[src/rtl/rggen_local_bus_pkg.sv]
// Shared types and helpers for the local-bus register decoder.
package rggen_local_bus_pkg;

    typedef enum logic [2:0] {
        IDLE    = 3'b001,
        ACCESS  = 3'b010,
        RESPOND = 3'b100
    } state_e;

    localparam logic [1:0] STATUS_OKAY   = 2'b00;
    localparam logic [1:0] STATUS_ERROR  = 2'b01;
    localparam logic [1:0] STATUS_EXOKAY = 2'b10;

    // Byte address to register word index for a bus of data_width bits.
    function automatic logic [31:0] word_index(input logic [31:0] address,
                                               input int unsigned data_width = 32);
        return address >> $clog2(data_width / 8);
    endfunction

endpackage

[src/rtl/rggen_local_bus_decoder.sv]
// Local-bus command decoder: selects one register slot, waits for its ready,
// and returns data/status. Unaligned, unmapped and timed-out accesses get SLVERR.
module rggen_local_bus_decoder
    import rggen_local_bus_pkg::*;
#(
    parameter int DATA_WIDTH          = 32,
    parameter int LOCAL_ADDRESS_WIDTH = 16,
    parameter int REGISTERS           = 4,
    parameter int TIMEOUT_CYCLES      = 16
) (
    input  logic                            clk,
    input  logic                            rst,
    input  logic                            i_command_valid,
    input  logic                            i_write,
    input  logic                            i_read,
    input  logic [LOCAL_ADDRESS_WIDTH-1:0]  i_address,
    input  logic [DATA_WIDTH/8-1:0]         i_strobe,
    input  logic [DATA_WIDTH-1:0]           i_write_data,
    input  logic [DATA_WIDTH-1:0]           i_write_mask,
    output logic                            o_response_ready,
    output logic [DATA_WIDTH-1:0]           o_read_data,
    output logic [1:0]                      o_status,
    output logic [REGISTERS-1:0]            o_reg_select,
    output logic                            o_reg_write,
    output logic                            o_reg_read,
    output logic [DATA_WIDTH-1:0]           o_reg_write_data,
    output logic [DATA_WIDTH-1:0]           o_reg_write_mask,
    input  logic [REGISTERS-1:0]            i_reg_ready,
    input  logic [REGISTERS*DATA_WIDTH-1:0] i_reg_read_data,
    input  logic [REGISTERS-1:0]            i_reg_error
);

    localparam int IDX_W = (REGISTERS > 1) ? $clog2(REGISTERS) : 1;
    localparam int CNT_W = (TIMEOUT_CYCLES < 1) ? 1 : $clog2(TIMEOUT_CYCLES + 1);
    localparam logic [CNT_W-1:0] TIMEOUT_VAL = CNT_W'(TIMEOUT_CYCLES);
    localparam logic [31:0]      LOW_MASK    = 32'(DATA_WIDTH / 8 - 1);

    state_e                  state;
    logic [IDX_W-1:0]        index_q;
    logic [CNT_W-1:0]        count;
    logic [31:0]             addr_ext;
    logic [31:0]             index_full;
    logic                    hit;
    logic [REGISTERS-1:0]    select_next;
    logic [DATA_WIDTH-1:0]   slot_data;
    logic                    unused_strobe;

    // Slots are written through the bit mask, so the byte strobe has no consumer.
    assign unused_strobe = ^i_strobe;

    assign addr_ext    = 32'(i_address);
    assign index_full  = word_index(addr_ext, DATA_WIDTH);
    assign hit         = ((addr_ext & LOW_MASK) == '0) && (index_full < 32'(REGISTERS))
                         && (i_write || i_read);
    assign select_next = {{(REGISTERS-1){1'b0}}, 1'b1} << index_full;
    assign slot_data   = i_reg_read_data[index_q*DATA_WIDTH +: DATA_WIDTH];

    always_ff @(posedge clk or posedge rst) begin
        if (rst) begin
            state            <= IDLE;
            index_q          <= '0;
            count            <= '0;
            o_response_ready <= 1'b0;
            o_read_data      <= '0;
            o_status         <= STATUS_OKAY;
            o_reg_select     <= '0;
            o_reg_write      <= 1'b0;
            o_reg_read       <= 1'b0;
            o_reg_write_data <= '0;
            o_reg_write_mask <= '0;
        end else begin
            case (state)
                IDLE: begin
                    if (i_command_valid) begin
                        if (hit) begin
                            state            <= ACCESS;
                            index_q          <= index_full[IDX_W-1:0];
                            o_reg_select     <= select_next;
                            o_reg_write      <= i_write;
                            o_reg_read       <= i_read;
                            o_reg_write_data <= i_write_data;
                            o_reg_write_mask <= i_write_mask;
                        end else begin
                            state            <= RESPOND;
                            o_response_ready <= 1'b1;
                            o_read_data      <= '0;
                            o_status         <= STATUS_ERROR;
                        end
                    end
                end
                ACCESS: begin
                    // Ready is checked first so a late ready still beats the timeout.
                    if (i_reg_ready[index_q]) begin
                        state            <= RESPOND;
                        o_response_ready <= 1'b1;
                        o_read_data      <= o_reg_read ? slot_data : '0;
                        o_status         <= {1'b0, i_reg_error[index_q]};
                        o_reg_select     <= '0;
                        o_reg_write      <= 1'b0;
                        o_reg_read       <= 1'b0;
                    end else if ((TIMEOUT_CYCLES != 0) && (count == TIMEOUT_VAL)) begin
                        state            <= RESPOND;
                        o_response_ready <= 1'b1;
                        o_read_data      <= '0;
                        o_status         <= STATUS_ERROR;
                        o_reg_select     <= '0;
                        o_reg_write      <= 1'b0;
                        o_reg_read       <= 1'b0;
                    end else if (TIMEOUT_CYCLES != 0) begin
                        count <= count + 1'b1;
                    end
                end
                RESPOND: begin
                    state            <= IDLE;
                    count            <= '0;
                    o_response_ready <= 1'b0;
                    o_read_data      <= '0;
                    o_status         <= STATUS_OKAY;
                end
                default: state <= IDLE;
            endcase
        end
    end

    assert property (@(posedge clk) disable iff (rst) $onehot0(o_reg_select));
    assert property (@(posedge clk) disable iff (rst) o_response_ready |=> !o_response_ready);

endmodule

[config.mk]
export PLATFORM = sky130hd
export DESIGN_NAME = rggen_local_bus_decoder
export DESIGN_NICKNAME = d
export VERILOG_FILES = /design/src/rtl/rggen_local_bus_pkg.sv /design/src/rtl/rggen_local_bus_decoder.sv
export SDC_FILE = /design/constraint.sdc
export NUM_CORES = 1
export LEC_CHECK = 0
export CORE_AREA = 2 2 129 131
export CTS_CLUSTER_SIZE = 14
export DETAILED_ROUTE_END_ITERATION = 10
export DIE_AREA = 0 0 131 133
export PLACE_DENSITY = 0.76
export RECOVER_POWER = 50
export SKIP_LAST_GASP = 1
export SYNTH_ARGS = -nofsm -noshare
export SYNTH_HDL_FRONTEND = slang
export SYNTH_SLANG_ARGS = --single-unit
[constraint.sdc]
create_clock -name clk -period 4.1 [get_ports clk]
set_input_delay 0.82 -clock clk [delete_from_list [all_inputs] [get_ports clk]]
set_output_delay 0.82 -clock clk [all_outputs]
set_load 0.01 [all_outputs]
==> results.rst <==
.. list-table::
   :header-rows: 1

   * - Metric
     - Value
   * - Via density per instance
     - 4.926
   * - Synth Net Count
     - 637
   * - Critical Path, Cell by Cell
     - dlygate4sd3_1, clkinvlp_2, buf_4
   * - Area added between synthesis and finish
     - 71.80%
   * - Final global-route overflow total
     - 0
   * - Kind of start point of the critical path
     - input port
   * - Die Ht
     - 133 µm
   * - Maximum number of pins on one net before global-route repair
     - 51
   * - Time the final worst path needs with I/O delays and setup
     - 2736 ps
   * - Number of H-tree branching levels
     - 4
   * - Transition time at the pin with the least slew margin
     - 2206 ps
   * - Global routing usage summed across all routing layers
     - 0.2004
   * - Final cell utilization of the core
     - 0.6000
   * - Tcrit/Tclk final
     - 0.6674
   * - Synth Instances
     - 410
   * - Insertion delay of the later-clocked pin in the worst-skew pair
     - 410 ps
   * - Kind of capture point of the worst setup path
     - async pin
   * - Result of the run
     - finished, violations left
   * - EDFF count, synth
     - 0
   * - Number of placement rows
     - 47
   * - Switching Share
     - 0.2035
   * - Final setup violating endpoints
     - 0
   * - Mapped cell area
     - 0.005648 mm²
   * - Vias in the first global route
     - 5,053
   * - Final ANT Viol Nets
     - 0
   * - Setup repair after global routing missed its margin
     - no
   * - Initial cell density of the core
     - 0.3492
   * - DIE AREA
     - 0.01742 mm²
   * - Number of clock sinks
     - 114
   * - FFs w/ async S/R, synth
     - 1.000
   * - Buffer depth of the longest clock path
     - 2
   * - Violations in the final reports
     - capacitance limit, slew limit
   * - Data arrival, critical path
     - 3260 ps
   * - Worst Path Class, Setup
     - in2async
   * - Antenna violations before repair
     - 0
   * - Global-route wire length before repair
     - 26,550 µm
   * - Drt first pass iters
     - 4
   * - Wire per inst
     - 18.01 µm
   * - Core Area
     - 0.01617 mm²
   * - Crit-path max cell delay
     - 1260 ps
   * - I/O pin count
     - 330
   * - Clock transition at the registers of the reported paths
     - 50 ps
   * - Leading area contributor after synthesis
     - dfrtp_1
   * - Post-DP HPWL
     - 13,630 µm
   * - Synth warn
     - 0
   * - Class of the tightest hold or removal check
     - reg2reg
   * - Hold violation count in the final report
     - 0
   * - Total net switching power
     - 633.6 µW
   * - Number of synthesized register bits
     - 114
   * - Critical-path maximum fanout
     - 50
   * - Highest-delay cell along the critical path
     - clkinvlp_2
   * - Required @ worst endpoint
     - 4630 ps
   * - Number of filler cells placed in the layout
     - 1,262
   * - Synth cell types
     - 48
   * - Total of max-cap violations
     - 1
   * - Sequential fraction of the synthesis area
     - 0.5053
   * - Sequential share of power
     - 0.369
   * - Predominant post-synthesis flop cell
     - dfrtp_1
   * - Vias after detailed routing
     - 4,739
   * - Drt drc
     - 0
   * - Worst supply voltage drop on vdd
     - 0.0002800 V
   * - Final slew viol count
     - 51
   * - Share of total power in the clock network
     - 0.522
   * - Clock buffers created by TritonCTS
     - 17
   * - Achievable Freq
     - 0.3655 GHz
   * - Die width
     - 131 µm
   * - Internal power component
     - 2480 µW
   * - Routed wire length
     - 17,330 µm
   * - Fraction of post-synthesis cell area in the top cell type by area
     - 0.5007
   * - Post-layout power
     - 3114 µW
   * - Worst setup margin
     - 1364 ps
   * - Final weighted congestion in routability-driven placement
     - 0.8487
   * - Accumulated negative setup slack
     - 0 ps
   * - Share of layout cells above drive strength 1
     - 0.2210
   * - Power Dens Cells
     - 320.9 mW/mm²
   * - Ranking of synthesized cells by area
     - dfrtp_1 50%, mux4_2 14%, mux2_2 12%
   * - Worst clock skew
     - 5.144 ps
   * - # Post-CTS Setup Buffers
     - 0
   * - Cell leakage power
     - 0.004180 µW
   * - Avg Synthesized Cell Area
     - 13.78 µm²
   * - Gate power share
     - 0.109
   * - Number of buffers added on ports
     - 324
   * - DRC violation total after the first TritonRoute iteration
     - 142
   * - Clock root buffer
     - clkbuf_16
   * - Worst slack after detailed placement
     - 909.4 ps
   * - Cts hold-fix bufs
     - 0
   * - Max-slew headroom at the worst pin
     - -0.4788
   * - Diode insertion count for antenna repair
     - 0
   * - Clock tree from TritonCTS
     - yes
   * - Resized Gates After CTS
     - 0
   * - Final #Nets
     - 956
[metal layers]
metal,vias up,track usage,wire (µm)
met5,-,0,0
met4,0,0.07683,377
met3,30,0.05095,1338
met2,233,0.3745,9548
met1,2325,0.2115,6063
li1,2151,-,-
[through the flow]
stage | hold WS [ps] | cell area, µm² | std cells
detailed placement | 475.2 | 9044 | 930
global placement | 472.0 | 9044 | 930
finish | 480.5 | 9703 | 962
CTS | 487.2 | 9704 | 962
floorplan | 486.1 | 5648 | 410
global route | 510.9 | 9703 | 962
[logic make-up after synthesis]
group	Yosys count	synth area share
other	1	0.0006640
buffers and inverters	40	0.04143
AO/OA/AOI/OAI	48	0.07975
multiplexers	105	0.2796
flip-flops	114	0.5053
XOR/XNOR	2	0.003102
adder cells (fa/ha/maj)	2	0.004430
AND/OR/NAND/NOR	98	0.08574
[Yosys cell counts, types with 2 or more instances]
cell       count
a21o_1         2
a21oi_1        2
buf_2         10
buf_4          3
buf_6          8
clkbuf_1      11
dfrtp_1      113
ha_1           2
inv_1          8
mux2_1         7
mux2_2        59
mux2_4         4
mux4_2        34
nand2_1       68
nor2_1         5
nor3_1         4
nor3b_1        3
nor4_1         3
nor4_2         2
o2bb2ai_1      2
o31ai_1       20
o31ai_2       12
or2_2          2
xnor2_1        2
[layout make-up]
cell class	count	area, µm²	share of cell area
Clock buffer	19	452.9	0.04668
Clock inverter	13	207.7	0.02141
Inverter	8	31.28	0.003224
Multi-Input combinational cell	256	2565	0.2643
Sequential cell	114	2855	0.2943
Tap cell	220	275.3	0.02837
Timing Repair Buffer	332	3316	0.3417
[power groups by stage]
stage | Combinational (µW) | Clock, µW | Sequential (µW)
detailed placement | 344 | 0 | 1170
global route | 364 | 1710 | 1150
floorplan | 95.9 | 0 | 1170
finish | 340 | 1620 | 1150
CTS | 346 | 1660 | 1150
global placement | 336 | 0 | 1170
[final timing paths]
path / from / to / slack [ps] / cells after the start
max: rst / o_reg_write_data[23]$_DFFE_PP0P_ / 1360 / 3
min: o_reg_write_mask[5]$_DFFE_PP0P_ / o_reg_write_mask[5]$_DFFE_PP0P_ / 480 / 1
max reg2reg: state[0]$_DFFE_PP1P_ / count[1]$_DFFE_PP0P_ / 1660 / 3
min reg2reg: o_reg_write_mask[5]$_DFFE_PP0P_ / o_reg_write_mask[5]$_DFFE_PP0P_ / 480 / 1
max in group clk: i_address[15] / o_reg_write_mask[14]$_DFFE_PP0P_ / 1360 / 6
min in group asynchronous: rst / o_reg_write_data[28]$_DFFE_PP0P_ / 1440 / 2
[state kept, by name, indices dropped and copies added (netlist names)]
name / flops
o_reg_write: 1
index_q: 2
count: 5
o_read_data: 32
state: 3
o_reg_write_mask: 32
o_reg_read: 1
o_response_ready: 1
o_status: 1
o_reg_select: 4
o_reg_write_data: 32
[cell usage in the layout (no fill, tap or decap), drive strengths merged, types with 3 or more instances in the layout]
cell type | synthesis | routed
nor3 | 5 | 5
dfrtp | 113 | 113
nor3b | 3 | 3
o31ai | 33 | 33
nor2 | 7 | 7
buf | 21 | 8
nor4 | 6 | 6
mux4 | 34 | 34
inv | 8 | 7
clkinv | 0 | 4
clkinvlp | 0 | 5
nand2 | 68 | 68
mux2 | 70 | 70
clkbuf | 11 | 19
clkdlybuf4s50 | 0 | 273
dlygate4sd3 | 0 | 51
bufinv | 0 | 5
[critical path: cells and delay by family]
family   cells  cell delay (ps)
buf+inv      3             2400
Note: power is estimated with default switching activity, not from simulation.
